==> src/rtl/fpu_rsp_arbiter.sv <==
// fpu_rsp_arbiter
// Merges responses from the FPU compute units (FMA, DIV/SQRT, CVT, NCP) into a
// single stream towards commit. A round-robin arbiter picks one valid unit per
// cycle and writes its response into a 2-entry elastic buffer. The buffer head
// drives the output.
//
// Handshake: a transfer happens on a channel in any cycle where valid and ready
// are both high. A producer holds valid and data stable until it is accepted.
// A producer never waits for ready before raising valid. The ready_in grant
// depends only on registered state (buffer occupancy, rr pointer), on valid_in
// and on reset. It never depends on ready_out, so no combinational path runs
// from ready_out to ready_in.
//
// Optional feature: define FPU_RSP_ARB_PERF_EN to add the perf_stalls and
// perf_conflicts counter outputs. The datapath is the same with or without it.

module fpu_rsp_arbiter #(
    parameter int NUM_INPUTS    = 4,
    parameter int NUM_LANES     = 1,
    parameter int TAG_WIDTH     = 1,
    parameter int PERF_CTR_BITS = 44,
    localparam int SEL_W        = (NUM_INPUTS > 1) ? $clog2(NUM_INPUTS) : 1,
    localparam int RES_W        = NUM_LANES * 32
) (
    input  logic                            clk,
    input  logic                            reset,
    input  logic [NUM_INPUTS-1:0]           valid_in,
    output logic [NUM_INPUTS-1:0]           ready_in,
    input  logic [NUM_INPUTS*RES_W-1:0]     result_in,
    input  logic [NUM_INPUTS-1:0]           has_fflags_in,
    input  logic [NUM_INPUTS*5-1:0]         fflags_in,
    input  logic [NUM_INPUTS*TAG_WIDTH-1:0] tag_in,
    output logic                            valid_out,
    input  logic                            ready_out,
    output logic [RES_W-1:0]                result_out,
    output logic                            has_fflags_out,
    output logic [4:0]                      fflags_out,
    output logic [TAG_WIDTH-1:0]            tag_out,
`ifdef FPU_RSP_ARB_PERF_EN
    output logic [SEL_W-1:0]                sel_out,
    output logic [PERF_CTR_BITS-1:0]        perf_stalls,
    output logic [PERF_CTR_BITS-1:0]        perf_conflicts
`else
    output logic [SEL_W-1:0]                sel_out
`endif
);

    // Round-robin pointer: the unit with the highest priority in the next scan.
    logic [SEL_W-1:0] ptr;

    // Buffer state. count is the occupancy (0..2). rd_ptr and wr_ptr pick the slot.
    logic [1:0]       count;
    logic             rd_ptr;
    logic             wr_ptr;

    // Buffer storage, two slots.
    logic [RES_W-1:0]     res_q   [2];
    logic                 hff_q   [2];
    logic [4:0]           ff_q    [2];
    logic [TAG_WIDTH-1:0] tag_q   [2];
    logic [SEL_W-1:0]     sel_q   [2];

    // Arbitration results.
    logic             grant_found;
    logic [SEL_W-1:0] grant_idx;
    logic [SEL_W-1:0] ptr_next;
    int               scan_idx;

    logic             space;
    logic             push;
    logic             pop;

    // Selected unit payload.
    logic [RES_W-1:0]     grant_res;
    logic                 grant_hff;
    logic [4:0]           grant_ff;
    logic [TAG_WIDTH-1:0] grant_tag;

    // Space comes only from registered occupancy. A pop in this cycle does not free a slot until the next cycle.
    assign space = (count < 2'd2);

    // Scan the units from ptr upward with wrap-around, and grant the first valid one.
    always_comb begin
        grant_found = 1'b0;
        grant_idx   = '0;
        scan_idx    = 0;
        for (int k = 0; k < NUM_INPUTS; k++) begin
            scan_idx = int'(ptr) + k;
            if (scan_idx >= NUM_INPUTS) begin
                scan_idx = scan_idx - NUM_INPUTS;
            end
            if (!grant_found && valid_in[scan_idx]) begin
                grant_found = 1'b1;
                grant_idx   = scan_idx[SEL_W-1:0];
            end
        end
    end

    // After a grant, priority moves to the unit just past the winner, wrapping to 0.
    always_comb begin
        if (int'(grant_idx) >= NUM_INPUTS - 1) begin
            ptr_next = '0;
        end else begin
            ptr_next = grant_idx + 1'b1;
        end
    end

    // Accept only the granted unit, and only when a slot is free and reset is not active.
    always_comb begin
        ready_in = '0;
        if (grant_found && space && !reset) begin
            ready_in[grant_idx] = 1'b1;
        end
    end

    // Pick the granted unit's payload out of the flat input buses.
    always_comb begin
        grant_res = result_in[int'(grant_idx)*RES_W +: RES_W];
        grant_hff = has_fflags_in[grant_idx];
        grant_ff  = fflags_in[int'(grant_idx)*5 +: 5];
        grant_tag = tag_in[int'(grant_idx)*TAG_WIDTH +: TAG_WIDTH];
    end

    assign push = grant_found && space && !reset;
    assign pop  = valid_out && ready_out;

    // Output side: the head slot drives the outputs and stays stable until popped.
    assign valid_out      = (count != 2'd0);
    assign result_out     = res_q[rd_ptr];
    assign has_fflags_out = hff_q[rd_ptr];
    assign fflags_out     = ff_q[rd_ptr];
    assign tag_out        = tag_q[rd_ptr];
    assign sel_out        = sel_q[rd_ptr];

    // Buffer pointers, occupancy and rr pointer. Reset discards in-flight entries.
    always_ff @(posedge clk) begin
        if (reset) begin
            count  <= 2'd0;
            rd_ptr <= 1'b0;
            wr_ptr <= 1'b0;
            ptr    <= '0;
        end else begin
            if (push) begin
                wr_ptr <= ~wr_ptr;
                ptr    <= ptr_next;
            end
            if (pop) begin
                rd_ptr <= ~rd_ptr;
            end
            case ({push, pop})
                2'b10:   count <= count + 2'd1;
                2'b01:   count <= count - 2'd1;
                default: count <= count;
            endcase
        end
    end

    // Buffer storage. It is cleared on reset so the data outputs read zero afterwards.
    always_ff @(posedge clk) begin
        if (reset) begin
            for (int s = 0; s < 2; s++) begin
                res_q[s] <= '0;
                hff_q[s] <= 1'b0;
                ff_q[s]  <= '0;
                tag_q[s] <= '0;
                sel_q[s] <= '0;
            end
        end else if (push) begin
            res_q[wr_ptr] <= grant_res;
            hff_q[wr_ptr] <= grant_hff;
            ff_q[wr_ptr]  <= grant_ff;
            tag_q[wr_ptr] <= grant_tag;
            sel_q[wr_ptr] <= grant_idx;
        end
    end

`ifdef FPU_RSP_ARB_PERF_EN
    int  valid_cnt;
    logic conflict;

    // Flag cycles where two or more units compete for the buffer.
    always_comb begin
        valid_cnt = 0;
        for (int k = 0; k < NUM_INPUTS; k++) begin
            if (valid_in[k]) begin
                valid_cnt = valid_cnt + 1;
            end
        end
        conflict = (valid_cnt >= 2);
    end

    // Count output back-pressure cycles and input contention cycles. Both counters wrap.
    always_ff @(posedge clk) begin
        if (reset) begin
            perf_stalls    <= '0;
            perf_conflicts <= '0;
        end else begin
            if (valid_out && !ready_out) begin
                perf_stalls <= perf_stalls + 1'b1;
            end
            if (conflict) begin
                perf_conflicts <= perf_conflicts + 1'b1;
            end
        end
    end
`endif

endmodule

==> config.mk <==
export PLATFORM = sky130hd
export DESIGN_NAME = fpu_rsp_arbiter
export DESIGN_NICKNAME = d
export VERILOG_FILES = /design/src/rtl/fpu_rsp_arbiter.sv
export SDC_FILE = /design/constraint.sdc
export NUM_CORES = 1
export LEC_CHECK = 0
export ABC_AREA = 1
export CORE_MARGIN = 4
export CORE_UTILIZATION = 46
export CTS_BUF_LIST = sky130_fd_sc_hd__clkbuf_2 sky130_fd_sc_hd__clkbuf_4 sky130_fd_sc_hd__clkbuf_8
export CTS_CLUSTER_DIAMETER = 120
export DETAILED_ROUTE_END_ITERATION = 10
export GPL_ROUTABILITY_DRIVEN = 0
export PLACE_DENSITY = 0.83
export REMOVE_ABC_BUFFERS = 1
export SETUP_SLACK_MARGIN = 0.5
export SYNTH_ARGS = -nofsm -noshare
export SYNTH_HDL_FRONTEND = slang
export SYNTH_SLANG_ARGS = --single-unit
==> constraint.sdc <==
create_clock -name clk -period 3.85 [get_ports clk]
set_input_delay 0.9625 -clock clk [delete_from_list [all_inputs] [get_ports clk]]
set_output_delay 0.9625 -clock clk [all_outputs]
set_load 0.05 [all_outputs]
==> run summary <==
Initial antenna violation count: 0
Vias/cell: 5.778
Initial core utilization: 0.4743
Die Y: 117.0 µm
F_max: 0.2943 GHz
Critical Path Source Type: input port
Die Area: 0.01368 mm²
Clock-pin slew on the worst setup and hold paths: 0.08 ns
Crit-path slowest cell: ha_4
Status: finished, final reports clean
Final Hold Viols: 0
Port Buffer Count: 208
CORE AREA: 0.01152 mm²
Hold-fix buffers, CTS: 0
CP delay by family, top: simple AND/OR/NAND/NOR gates
Max-Cap Viols: 0
Rows: 39
CP dominant cell by count: nand2_2
Pwr/cell area: 1010 mW/mm²
DR pass1 iterations: 5
Post-Route Skew: 0.01008 ns
Synth area leaders: edfxtp_1 (45%), nand2_1 (11%), nand4_1 (8.9%), mux2_2 (8.5%), nand3_1 (7.8%)
CTS tree: done
Async set-reset flop share out of synthesis: 0
Synth Area in Compound Gates: 0.01306
Post-Synth Adder-Cell Area: 0.01145
Worst path buffer plus inverter count: 5
First-pass GRT wire length: 25730 µm
Hold WS: 0.4537 ns
Per-cell routed wire length: 17.82 µm
Die X: 117.0 µm
Gr usage total: 0.2355
Layout area overhead: 48.22%
Vias in the first global route: 5485
Ys flop type: edfxtp_1
Top cell type's share of synthesized area: 0.4509
CP Launch Point: valid_in[2]
Slew Viols, Final: 0
Period minus WS final: 3.398 ns
R2R Path End: res_q[1][21]$_SDFFCE_PN0P_
Number of I/O pins: 209
Routed Antenna Nets: 0
Post-Synth Simple-Gate Area: 0.3519
Setup WS post-layout: 0.4521 ns
Core Util, Final: 0.7030
Worst min path class: reg2reg
Worst-Skew Late Latency: 0.34 ns
Critical path arrival: 2.44 ns
Cells after synthesis: 646
Vias: 5674
Sw power: 4386 µW
Total power: 8179 µW
Most frequent cells after synthesis: nand2_1 (161), nor2_1 (88), nand3_1 (85), edfxtp_1 (82), nand4_1 (78)
VDD IR-drop max: 1.299 mV
Synth Register Bits: 89
Worst-case reg-to-reg path depth: 15
Worst-path maximum fanout: 5
R2R Setup Slk: 1.16 ns
DP HPWL: 11300 µm
Yosys warns: 0
Nets: 1004
Period Utilization, post-route: 0.8826
RSZ-0062 raised after global routing: yes
Portion of netlist area occupied by mux cells: 0.08454
Xor and xnor area share after synthesis: 0
Final setup vio count: 0
Critical Path, Cell by Cell: buf_6 -> inv_4 -> nand2_4 -> nand3_2 -> nand2_2 -> nand2_2 -> nand2_2 -> nand2_2 -> nand3_4 -> inv_4 -> ha_4 -> inv_1 -> nor2_2 -> buf_12
Number of H-tree levels: 3
Total Wirelength: 17500 µm
Sequential area share after synthesis: 0.4765
Critical path depth in cells: 14
Remaining global-route overflow: 0
Clock root cell: clkbuf_8
Comb power frac: 0.730
Largest net degree at the start of global routing: 80
# clock sinks: 89
Slew margin rel.: 0.4416
Layout cells sized above 1: 0.1740
Cell leakage power: 0.003289 µW
Slowest stage delay, CP: 0.17 ns
Actual slew at the worst max-slew pin: 0.8375 ns
R2R Path Start: ptr[1]$_SDFFE_PP0P_
Syn_area_per_cell: 8.454 µm²
Internal: 3794 µW
Count leader, synth: nand2_1
Required time of the critical path: 2.89 ns
Mapped cell area: 0.005461 mm²
Sw frac: 0.5362
Initial DRC Count: 373
CTS max path bufs: 2
Setup CP Type: in2out
Largest family of logic cells by synthesized area: simple AND/OR/NAND/NOR gates
Count of unique library cells instantiated by Yosys: 22
Register share of total power: 0.206
Cell taking the most area after synthesis: edfxtp_1
Clock power frac: 0.064
Place WS: 0.01269 ns
CP endpoint: ready_in[1]
Cts bufs inserted: 9
Antenna Cells: 0
DRC errors left: 0
CP Capture Type: output pin
Post-synth EDFFs: 82
[cells by family (layout without fill, tap and decap cells)]
family / count (synthesis) / after routing
simple gates: 420 / 420
compound gates: 14 / 14
fa+ha+maj: 5 / 5
buf+inv: 77 / 270
flops: 89 / 89
mux: 41 / 41
[layout make-up]
type	count	area, µm²
fillers	835	3421
multi-input cells	480	2715
flip-flops and latches	89	2609
repair buffers	233	2330
well taps	143	178.9
clock buffers	10	131.4
inverters	23	108.9
clock inverters	4	22.52
[power groups by stage]
stage	logic (µW)	registers [µW]	clock network, µW
after global routing	6450	1720	588
after CTS	5670	1690	537
final	5970	1680	525
after detailed placement	5440	1710	0
after global placement	5250	1680	0
after floorplan	3730	1690	0
[registers in the layout, indices dropped and copies added (netlist names), named ones only]
name,cells
hff_q,2
count,2
ptr,2
sel_q,4
rd_ptr,1
res_q,64
wr_ptr,1
ff_q,10
tag_q,2
[per-stage QoR]
step / TNS (ns) / instances / instance area [µm²]
floorplan: -67.12 / 592 / 5206
global placement: 0 / 960 / 7656
detailed placement: 0 / 960 / 7656
CTS: 0 / 977 / 7946
global route: 0 / 982 / 8095
finish: 0 / 982 / 8095
[repair_timing]
item,in CTS,in global routing
pin swaps,18,9
setup buffers,3,5
setup endpoints to repair,4,4
resized for setup,60,31
gates cloned,0,0
[how the worst min path moves through the flow]
stage | from | end | slack [ns] | cells after the start
after floorplan | rd_ptr$_SDFFE_PP0P_ | flop | 0.43 | 1
after global placement | rd_ptr$_SDFFE_PP0P_ | flop | 0.43 | 1
after detailed placement | rd_ptr$_SDFFE_PP0P_ | flop | 0.44 | 1
after CTS | rd_ptr$_SDFFE_PP0P_ | flop | 0.46 | 1
after global routing | rd_ptr$_SDFFE_PP0P_ | flop | 0.48 | 1
final | rd_ptr$_SDFFE_PP0P_ | flop | 0.45 | 1
[routing by layer]
layer / routed length [µm] / GRT usage / vias to the layer above
li1: - / - / 2640
met1: 6278 / 0.2734 / 2641
met2: 8947 / 0.4232 / 320
met3: 1496 / 0.05758 / 73
met4: 782 / 0.08257 / 0
met5: 0 / 0 / -
[placed cells by master (no fill, tap or decap)]
cell             instances
inv_4                    5
nor2_4                   4
dfxtp_4                  1
nand2_2                 17
inv_1                   10
buf_4                   23
clkbuf_8                 9
nor2_1                  83
nand3_1                 79
o21ai_0                  5
nand2_4                  6
nand4_1                 78
ha_1                     2
o21ai_1                  1
a21oi_1                  7
a31oi_1                  1
nand2_1                141
inv_2                    6
clkinvlp_4               1
clkinv_2                 3
nand3_4                  4
ha_4                     3
inv_6                    2
nor2_2                   3
dfxtp_2                  2
dfxtp_1                  4
buf_6                    4
clkdlybuf4s50_1        200
edfxtp_1                82
nand3_2                  5
buf_12                   4
mux2_2                  41
buf_8                    2
clkbuf_4                 1
Note: power is estimated with default switching activity, not from simulation.
